===== config.mk =====
export PLATFORM = sky130hd
export DESIGN_NAME = sprite_draw_fsm
export DESIGN_NICKNAME = d
export VERILOG_FILES = /design/src/rtl/sprite_draw_fsm.sv
export SDC_FILE = /design/constraint.sdc
export NUM_CORES = 1
export LEC_CHECK = 0
export ABC_AREA = 0
export CAP_MARGIN = 10
export CORE_MARGIN = 2
export CORE_UTILIZATION = 45
export DETAILED_ROUTE_END_ITERATION = 8
export PLACE_DENSITY = 0.7
export SKIP_CTS_REPAIR_TIMING = 1
export SLEW_MARGIN = 10
export SYNTH_ARGS = -nofsm -noshare
export SYNTH_HDL_FRONTEND = slang
export SYNTH_SLANG_ARGS = --single-unit

===== constraint.sdc =====
create_clock -name CLOCK_50 -period 4.12 [get_ports CLOCK_50]
set_clock_uncertainty 0.05 [all_clocks]
set_input_delay 0.618 -clock CLOCK_50 [delete_from_list [all_inputs] [get_ports CLOCK_50]]
set_output_delay 0.618 -clock CLOCK_50 [all_outputs]
set_load 0.03 [all_outputs]

===== src/rtl/sprite_draw_fsm.sv =====
// sprite_draw_fsm: repaints a moving sprite into the vga_adapter framebuffer.
// For each accepted move request it erases the previous bounding box, then
// copies the sprite ROM into the box at the new position, one pixel per clock.
module sprite_draw_fsm #(
    parameter int unsigned XSCREEN  = 160,
    parameter int unsigned YSCREEN  = 120,
    parameter int unsigned SPRITE_W = 30,
    parameter int unsigned SPRITE_H = 30,
    parameter int unsigned ADDR_W   = 10,
    parameter int unsigned COLOUR_W = 3,
    parameter logic [COLOUR_W-1:0] ERASE_COLOUR  = '0,
    parameter bit                  TRANSP_EN     = 1'b1,
    parameter logic [COLOUR_W-1:0] TRANSP_COLOUR = '1
) (
    input  logic                CLOCK_50,
    input  logic                resetn,
    input  logic                start,
    input  logic [7:0]          new_x,
    input  logic [6:0]          new_y,
    output logic                busy,
    output logic                done,
    output logic [ADDR_W-1:0]   rom_address,
    input  logic [COLOUR_W-1:0] rom_q,
    output logic [7:0]          vga_x,
    output logic [6:0]          vga_y,
    output logic [COLOUR_W-1:0] vga_colour,
    output logic                vga_plot
);

    localparam int unsigned CW = $clog2(SPRITE_W + 1);
    localparam int unsigned RW = $clog2(SPRITE_H + 1);
    localparam logic [CW-1:0] COL_LAST = CW'(SPRITE_W - 1);
    localparam logic [RW-1:0] ROW_LAST = RW'(SPRITE_H - 1);

    typedef enum logic [2:0] {
        S_IDLE,
        S_ERASE,
        S_DRAW,
        S_FLUSH,
        S_DONE
    } state_t;

    state_t state, next_state;

    logic [CW-1:0]       col;
    logic [RW-1:0]       row;
    logic                gap;
    logic [ADDR_W-1:0]   addr;
    logic [7:0]          cur_x, old_x, base_x;
    logic [6:0]          cur_y, old_y, base_y;
    logic                has_drawn;
    logic                plot_q, draw_q;
    logic [COLOUR_W-1:0] colour_q;
    logic                emit, emit_draw, last_px, on_screen, transparent;
    logic [8:0]          px;
    logic [7:0]          py;

    assign last_px   = (col == COL_LAST) && (row == ROW_LAST);
    assign base_x    = (state == S_ERASE) ? old_x : cur_x;
    assign base_y    = (state == S_ERASE) ? old_y : cur_y;
    assign px        = {1'b0, base_x} + 9'(col);
    assign py        = {1'b0, base_y} + 8'(row);
    assign on_screen = (px < 9'(XSCREEN)) && (py < 8'(YSCREEN));

    assign rom_address = addr;

    // Draw pixels take their colour straight from the registered ROM output,
    // which lines up with the coordinate/valid stage registered alongside it.
    assign transparent = TRANSP_EN && (rom_q == TRANSP_COLOUR);
    assign vga_colour  = draw_q ? rom_q : colour_q;
    assign vga_plot    = plot_q && !(draw_q && transparent);

    // State register.
    always_ff @(posedge CLOCK_50 or negedge resetn) begin
        if (!resetn) state <= S_IDLE;
        else         state <= next_state;
    end

    // Next-state decode and per-cycle control strobes.
    always_comb begin
        next_state = state;
        busy       = 1'b0;
        done       = 1'b0;
        emit       = 1'b0;
        emit_draw  = 1'b0;
        unique case (state)
            S_IDLE: begin
                if (start) next_state = has_drawn ? S_ERASE : S_DRAW;
            end
            S_ERASE: begin
                busy = 1'b1;
                // The turnaround cycle after the last erase pixel is the ROM
                // bubble: nothing is emitted while the first address is issued.
                if (gap) next_state = S_DRAW;
                else     emit = 1'b1;
            end
            S_DRAW: begin
                busy      = 1'b1;
                emit      = 1'b1;
                emit_draw = 1'b1;
                if (last_px) next_state = S_FLUSH;
            end
            S_FLUSH: begin
                busy       = 1'b1;
                next_state = S_DONE;
            end
            S_DONE: begin
                done       = 1'b1;
                next_state = S_IDLE;
            end
            default: next_state = S_IDLE;
        endcase
    end

    // Scan counters, ROM address, position bookkeeping and the pixel output stage.
    always_ff @(posedge CLOCK_50 or negedge resetn) begin
        if (!resetn) begin
            col       <= '0;
            row       <= '0;
            gap       <= 1'b0;
            addr      <= '0;
            cur_x     <= '0;
            cur_y     <= '0;
            old_x     <= '0;
            old_y     <= '0;
            has_drawn <= 1'b0;
            vga_x     <= '0;
            vga_y     <= '0;
            plot_q    <= 1'b0;
            draw_q    <= 1'b0;
            colour_q  <= '0;
        end else begin
            if (state == S_IDLE && start) begin
                cur_x <= new_x;
                cur_y <= new_y;
            end

            if (emit) begin
                if (last_px) begin
                    col <= '0;
                    row <= '0;
                end else if (col == COL_LAST) begin
                    col <= '0;
                    row <= row + RW'(1);
                end else begin
                    col <= col + CW'(1);
                end
            end

            gap <= (state == S_ERASE) && !gap && last_px;

            if (state == S_DRAW && !last_px) addr <= addr + ADDR_W'(1);
            else                             addr <= '0;

            if (emit) begin
                vga_x  <= px[7:0];
                vga_y  <= py[6:0];
                plot_q <= on_screen;
                draw_q <= emit_draw;
                if (!emit_draw) colour_q <= ERASE_COLOUR;
            end else begin
                plot_q <= 1'b0;
                draw_q <= 1'b0;
            end

            if (state == S_FLUSH) begin
                old_x     <= cur_x;
                old_y     <= cur_y;
                has_drawn <= 1'b1;
            end
        end
    end

endmodule


# Word level (Yosys, flattened, before mapping)
# Cells that the tools add are included.
dict set report op_classes {
  addsub 5
  n_lt_le_gt_ge 2
  eq_ne 10
  n_mux 20
  n_reduce_logical 16
}
# op n
set op_table {}
lappend op_table {{$mux W5} 4}
lappend op_table {{$mux W3} 4}
lappend op_table {{$pmux W3 S4} 1}
lappend op_table {{$add A10 B1 Y10 const B} 1}
lappend op_table {{$add A5 B1 Y5 const B} 2}
lappend op_table {{$eq A5 B5 Y1 const B} 2}
lappend op_table {{$mux W10} 1}
lappend op_table {{$add A8 B5 Y9} 1}
lappend op_table {{$lt A9 B8 Y1 const B} 1}
lappend op_table {{$add A7 B5 Y8} 1}
lappend op_table {{$logic_and A1 B1 Y1} 8}
lappend op_table {{$lt A8 B7 Y1 const B} 1}
lappend op_table {{$mux W8} 1}
lappend op_table {{$mux W7} 1}
lappend op_table {{$eq A3 B2 Y1 const B} 2}
lappend op_table {{$eq A3 B3 Y1 const B} 2}
lappend op_table {{$mux W1} 6}
lappend op_table {{$ne A2 B2 Y1 const B} 3}
lappend op_table {{$eq A3 B1 Y1 const B} 1}
lappend op_table {{$logic_not A1 Y1} 3}
lappend op_table {{$logic_not A3 Y1} 1}
lappend op_table {{$reduce_and A3 Y1} 1}
lappend op_table {{$reduce_or A3 Y1} 1}
lappend op_table {{$mux W2} 1}
lappend op_table {{other kinds (3)} 3}
dict set report word_totals {
  ff_bits 72
  input_bits 21
  out_inout_bits 31
  word_cells 67
}

# Depth between registers and ports, before layout
# Gate-level depths: netlist of the first run.
dict set report logic_depth {
  depth_word 6
  ltp_mapped 14
  ltp_nobuf 11
}

# Worst setup path before layout of the first run
# No wires, ideal clock.
dict set report synth_path {
  kind {reg2reg}
  start {register state[1]}
  end {register plot_q}
  setup_time_ns 0.080
  arrival_ns 2.889
  required_ns 3.990
  setup_slack_ns 1.100
  stages_incl_launch_ff 15
  n_path_buf 3
  period_less_slack_ns 3.020
  cell_sequence {dfrtp_1 buf_6 or3b_1 buf_6 clkbuf_1 nand2_1 nand2_1 ha_1 fa_1 a21o_1 a21oi_1 and2b_1 mux2i_1 o31a_1 nor3_2}
}
dict set report synth_via {
  elab_chain_cells 6
  word_cells_on_any_way 11
  cone_classes {2 x add/sub; 2 x order compare; 2 x eq/ne; 4 x mux; 1 x reduce/logical}
}
# item line
set synth_lines {}
lappend synth_lines {{start: declaration} 43} ;# state_t state, next_state;
lappend synth_lines {{start signal: assignment} 76} ;# else state <= next_state;
lappend synth_lines {{$eq A3 B1 Y1} {59, 60, 86}}
lappend synth_lines {{$mux W8 or $mux W7 (tied branches)} {59, 60}}
lappend synth_lines {{$add A8 B5 Y9 or $add A7 B5 Y8 (tied branches)} {61, 62}}
lappend synth_lines {{$lt A9 B8 Y1 or $lt A8 B7 Y1 (tied branches)} 63} ;# assign on_screen = (px < 9'(XSCREEN)) && (py < 8'(YSCREEN));
lappend synth_lines {{$logic_and A1 B1 Y1} 63}
lappend synth_lines {{$mux W1 (*)} 155} ;# if (emit) begin
lappend synth_lines {{end signal: assignment} 158} ;# plot_q <= on_screen;
lappend synth_lines {{end: declaration} 52} ;# logic plot_q, draw_q;
# Mark *: on every way between the ends. The rest lies on a longest branch, timed or not.
# A chain may end at the register's enable or synchronous reset.

# Final worst setup path of the first run
dict set report layout_path {
  start {register state[0]}
  end {register plot_q}
}
# Same word-level chain as after synthesis.

==> impl_metrics.yaml, run 1 <==
outcome:
  outcome: "finished, final reports clean"
timing:
  finalSetupViolCount: 0
  hold_violations: 0
  post-route-min-period_ns: 3.14
  post-route-period-util: 0.762
  relSlewSlack: 0.446
  setup_tns_ns: 0
  worst_pin_slew_ns: 0.831
  slew_viol_final: 0
  max_clock_freq_mhz: 319
  hold_slack_ns: 0.310
  rsz0062_at_grt: "no"
critical_path:
  required_ns: 4.30
  max_stage_delay_ns: 0.57
  criticalPathCategory: "flop to flop"
  cpMostUsedCell: "nand2_1"
  cp_cell_sequence: "or3b_1, buf_4, nand2_1, nand2_1, ha_1, a21oi_1, o22ai_1, o21ai_0, mux2i_1, o31a_1, nor3_2"
  arrival_ns: 3.32
  crit_path_start: "state[0]$_DFFE_PN0P_"
  crit_path_top_delay_cell: "or3b_1"
  critPathLaunchType: "flop"
  reg2reg_depth: 11
  cp_max_fo: 11
  r2r-end: "plot_q$_DFF_PN0_"
  reg2reg_slack_ns: 0.98
  end_kind: "flop"
  worstReg2RegStart: "state[0]$_DFFE_PN0P_"
  crit_end: "plot_q$_DFF_PN0_"
global_route:
  grt_pass1_vias: 2661
  grt_max_degree: 37
  grtUsageTotal: 0.186
  grt_overflow: 0
  antenna_found_initial: 0
  grt_pass1_wl_um: 12600
power_and_ir_drop:
  power-per-cell-area_mw_per_mm2: 326
  ir_drop_uv: 262
  leakagePower_nw: 2.11
detailed_routing:
  drt-initial-drc-count: 136
  vias_per_cell: 5.17
  wl_per_cell_um: 14.2
  drc: 0
  drt-pass1-iter-count: 4
  drtAntennaViolNets: 0
  num_vias: 2731
  finalWirelength_um: 7490
worst_hold_path:
  worstHoldPathType: "primary input to async pin"
floorplan:
  ios: 52
  die_w_um: 94.3
  start_util: 0.470
  core_area_mm2: 0.00781
  die_h_um: 94.3
  dieArea_mm2: 0.00889
  row_count: 32
finish:
  drive_gt1_frac: 0.129
  fin_util: 0.581
  nNetsFinal: 460
  diodes: 0
  area_growth_pct: 23.7
yosys:
  synth-edff-count: 0
  synth.yosys.seq_area_share: 0.491
  synth-seq-cells: 72
  syn_avg_cell_area_um2: 10.0
  synth_area_mm2: 0.00367
  ys.flop_type: "dfrtp_1"
  synthCells: 366
  ys_types: 45
  synthArstFlopShare: 1.00
  ys_warn_count: 0
  synth_nets: 404
place:
  io_buffer_count: 51
  gp_congestion: 0.868
  hpwl_um: 5550
job:
  cap_violations: 0
clock_network:
  clkTransAtPathRegs_ns: 0.08
  cts_root_buffer: "clkbuf_8"
  cts-buffers-inserted: 9
  h-tree-depth: 3
  cts_buffer_depth: 2
  insertion_delay_ns: 0.35
  cts_tree: "built"
  clock-sinks: 72
## power by group
part	internal, W	switching (W)
clock network	0.000459	0.000258
registers	0.000714	0.00000799
logic	0.0000232	0.0000187
total	0.00120	0.000285
## worst max-delay path, delay by kind of cell (launching register included)
kind	cells	cell delay [ns]
flip-flops	1	0.55
AND/OR/NAND/NOR	4	0.76
AO/OA/AOI/OAI	4	0.81
multiplexers	1	0.25
adder cells (fa/ha/maj)	1	0.34
buffers and inverters	1	0.27
## cell type report
cell class / instances / area, um^2
inverters: 10 / 37.5
well taps: 102 / 128
clock buffers: 9 / 124
fillers: 690 / 3270
clock inverters: 6 / 133
repair buffers: 57 / 551
multi-input cells: 272 / 1770
flip-flops and latches: 72 / 1800
## state kept, by name, summed over array words and instances, names as in the netlist, 3 cells and up
| register | count |
|---|---|
| rom_address | 10 |
| vga_x | 8 |
| col | 5 |
| old_x | 8 |
| state | 3 |
| row | 5 |
| old_y | 7 |
| cur_x | 8 |
| vga_y | 7 |
| cur_y | 7 |
## cells in the mapped netlist (all sizes together), types with 2 or more instances
library cell	count	area, um^2
and2	4	25.0
mux2	25	282
a31oi	3	18.8
inv	10	37.5
o21ai	17	85.1
clkbuf	5	18.8
dfrtp	72	1800
xnor2	11	96.3
fa	2	40.0
nand2	92	345
xor2	8	70.1
a21oi	9	48.8
o31ai	6	45.0
nor3b	2	25.0
nand3	10	50.1
nand2b	2	12.5
mux2i	7	95.1
and3	2	12.5
nor2	26	97.6
ha	15	188
nor2b	3	18.8
nor3	7	45.0
a21o	5	37.5
buf	7	46.3
## kinds of logic (layout without fill, tap and decap cells)
group / after synthesis / in the layout / synth area share
AND/OR/NAND/NOR: 154 / 154 / 0.184
flip-flops: 72 / 72 / 0.491
AO/OA/AOI/OAI: 50 / 50 / 0.0866
multiplexers: 32 / 32 / 0.103
buffers and inverters: 22 / 82 / 0.0280
XOR/XNOR: 19 / 19 / 0.0453
adder cells (fa/ha/maj): 17 / 17 / 0.0621
## placed cells by master, fill, tap and decap left out, drive strengths merged, types with 3 or more instances in the layout
cell type,instances
clkbuf,9
buf,7
nand3,10
inv,10
xnor2,11
mux2i,7
a31oi,3
bufinv,4
o31ai,6
xor2,8
ha,15
nand2,92
dfrtp,72
o21ai,17
clkdlybuf4s50,50
a21oi,9
mux2,25
nor2b,3
nor3,7
a21o,5
and2,4
nor2,26
## how the worst min path moves through the flow
stage / slack, ns / endpoint / from / depth (start not counted)
2_1_floorplan: 0.27 / col[0]$_DFFE_PN0P_ / resetn / 0
3_3_place_gp: 0.40 / has_drawn$_DFFE_PN0P_ / has_drawn$_DFFE_PN0P_ / 2
3_5_place_dp: 0.41 / old_x[3]$_DFFE_PN0P_ / old_x[3]$_DFFE_PN0P_ / 2
4_1_cts: 0.34 / rom_address[6]$_DFF_PN0_ / resetn / 1
5_1_grt: 0.36 / rom_address[6]$_DFF_PN0_ / resetn / 1
6_report: 0.31 / rom_address[6]$_DFF_PN0_ / resetn / 1
## through the flow
stage	cells	instance area, um^2	setup slack [ns]	power, W
CTS	528	4540	1.01	0.00150
global route	528	4540	0.770	0.00154
detailed placement	513	4280	1.03	0.000779
floorplan	366	3670	1.10	0.000740
global placement	513	4280	1.14	0.000778
finish	528	4540	0.981	0.00148
## layer usage
layer  GRT usage  vias to the layer above  wire [um]
li1            -                     1353          -
met1       0.237                     1295       3290
met2       0.304                       68       3630
met3      0.0482                       15        407
met4      0.0761                        0        157
met5           0                        -          0
(Power assumes the default switching activity.)
==> run 2, diff against run 1 <==
--- a/config.mk
+++ b/config.mk
@@ -10,7 +10,7 @@
 export CORE_MARGIN = 2
 export CORE_UTILIZATION = 45
 export DETAILED_ROUTE_END_ITERATION = 8
-export PLACE_DENSITY = 0.7
+export PLACE_DENSITY = 0.72
 export SKIP_CTS_REPAIR_TIMING = 1
 export SLEW_MARGIN = 10
 export SYNTH_ARGS = -nofsm -noshare
==> constraint.sdc (replaced) <==
create_clock -name CLOCK_50 -period 2.54 [get_ports CLOCK_50]
set_clock_uncertainty 0.05 [all_clocks]
set_input_delay 0.381 -clock CLOCK_50 [delete_from_list [all_inputs] [get_ports CLOCK_50]]
set_output_delay 0.381 -clock CLOCK_50 [all_outputs]
set_load 0.03 [all_outputs]
==> impl_metrics.yaml, run 2 (synthesis results as in run 1) <==
timing:
  post-route-min-period_ns: 2.61
  slew_viol_final: 0
  max_clock_freq_mhz: 383
  relSlewSlack: 0.711
  post-route-period-util: 1.03
  worst_pin_slew_ns: 0.434
  hold_violations: 0
  layout_setup_ws_ns: -0.0682
  hold_slack_ns: 0.00511
  rsz0062_at_grt: "yes"
  finalSetupViolCount: 2
global_route:
  antenna_found_initial: 0
  grt_overflow: 0
  grt_pass1_wl_um: 13200
  grt_pass1_vias: 2870
  grt_max_degree: 73
  grtUsageTotal: 0.191
detailed_routing:
  vias_per_cell: 5.15
  finalWirelength_um: 7970
  drc: 0
  drtAntennaViolNets: 0
  drt-initial-drc-count: 142
  drt-pass1-iter-count: 4
  wl_per_cell_um: 14.4
  num_vias: 2851
critical_path:
  worstReg2RegStart: "state[2]$_DFFE_PN0P_"
  crit_end: "plot_q$_DFF_PN0_"
  path_buf_inv: 0
  criticalPathCategory: "flop to flop"
  arrival_ns: 2.80
  crit_path_top_delay_cell: "or3b_4"
  max_stage_delay_ns: 0.43
  path_depth: 11
  cp_max_fo: 5
  critPathLaunchType: "flop"
  crit_path_start: "state[2]$_DFFE_PN0P_"
  reg2reg_depth: 11
  reg2reg_slack_ns: -0.07
  cpMostUsedCell: "nand2_2"
  r2r-end: "plot_q$_DFF_PN0_"
  required_ns: 2.73
  cp_top_family: "simple AND/OR/NAND/NOR gates"
  cp_cell_sequence: "or3b_4, nand2_2, nand2_2, ha_4, fa_2, a21o_1, a21oi_2, xnor2_2, nand2_2, o31ai_2, nor3_2"
  end_kind: "flop"
floorplan:
  die_h_um: 94.3
  start_util: 0.470
  ios: 52
  row_count: 32
  dieArea_mm2: 0.00889
  die_w_um: 94.3
  core_area_mm2: 0.00781
power_and_ir_drop:
  leakagePower_nw: 2.27
  ir_drop_uv: 476
  power-per-cell-area_mw_per_mm2: 478
clock_network:
  clock-sinks: 72
  cts_root_buffer: "clkbuf_8"
  cts_tree: "built"
  cts-buffers-inserted: 9
  cts_buffer_depth: 2
  h-tree-depth: 3
  insertion_delay_ns: 0.34
  clkTransAtPathRegs_ns: 0.07
finish:
  diodes: 0
  mostFrequentLayoutCells: "nand2_1 (81), dfrtp_1 (72), clkdlybuf4s50_1 (50), buf_4 (26), mux2_2 (25)"
  layout_commonest_cell: "nand2_1"
  largest_reg_flops: 10
  nNetsFinal: 485
  fin_util: 0.634
  drive_gt1_frac: 0.259
  area_growth_pct: 34.9
place:
  hpwl_um: 5700
  io_buffer_count: 51
  gp_congestion: 0.875
worst_hold_path:
  worstHoldPathType: "primary input to async pin"
job:
  cap_violations: 0
outcome:
  outcome: "complete, but fails checks"
  violations: "setup timing"
==> run 2: cell count changes in the layout (fill, tap and decap cells not counted), moves of 4 or more <==
cell	before	now
o21ai_0	17	12
buf_4	6	26
ha_4	0	5
o21ai_1	0	4
ha_1	15	9
buf_6	0	4
nand2_2	0	9
nand2_1	92	81
a21oi_1	8	2
a21oi_2	1	6
==> run 2: final cells by class <==
cell class,count,area [um^2]
clock buffer,11,151
clock inverter,5,103
fill,644,2860
inverter,10,37.5
multi-input combinational,272,1960
sequential,72,1800
tap,102,128
timing repair buffer,82,766
==> run 2: power by group <==
| part | internal (W) | total [W] | switching (W) |
|---|---|---|---|
| registers | 0.00116 | 0.00117 | 0.0000141 |
| clock network | 0.000704 | 0.00113 | 0.000424 |
| logic | 0.0000390 | 0.0000679 | 0.0000289 |
| total | 0.00190 | 0.00237 | 0.000467 |
==> run 2: routing by layer <==
metal | share of wire | global-route usage | wire length (um)
met1 | 0.45 | 0.245 | 3560
met2 | 0.51 | 0.321 | 4040
met3 | 0.033 | 0.0401 | 263
met4 | 0.012 | 0.0700 | 99
met5 | 0 | 0 | 0
==> run 2: how the worst min path moves through the flow <==
| stage | end | slack (ns) |
|---|---|---|
| after floorplan | col[0]$_DFFE_PN0P_ | 0.04 |
| after global placement | cur_y[0]$_DFFE_PN0P_ | 0.38 |
| after detailed placement | old_y[2]$_DFFE_PN0P_ | 0.39 |
| after CTS | cur_x[7]$_DFFE_PN0P_ | 0.01 |
| after global routing | old_y[1]$_DFFE_PN0P_ | 0.03 |
| final | old_y[1]$_DFFE_PN0P_ | 0.005 |
==> run 2: through the flow <==
stage	TNS, ns	instance area [um^2]	std cells	setup slack, ns	total power (W)
3_5_place_dp	-0.229	4480	533	-0.101	0.00126
2_1_floorplan	-0.652	3720	366	-0.282	0.00120
6_report	-0.0764	4950	554	-0.0682	0.00237
4_1_cts	-0.308	4730	549	-0.117	0.00239
3_3_place_gp	-0.0300	4480	533	-0.0300	0.00126
5_1_grt	-0.751	4950	554	-0.167	0.00244
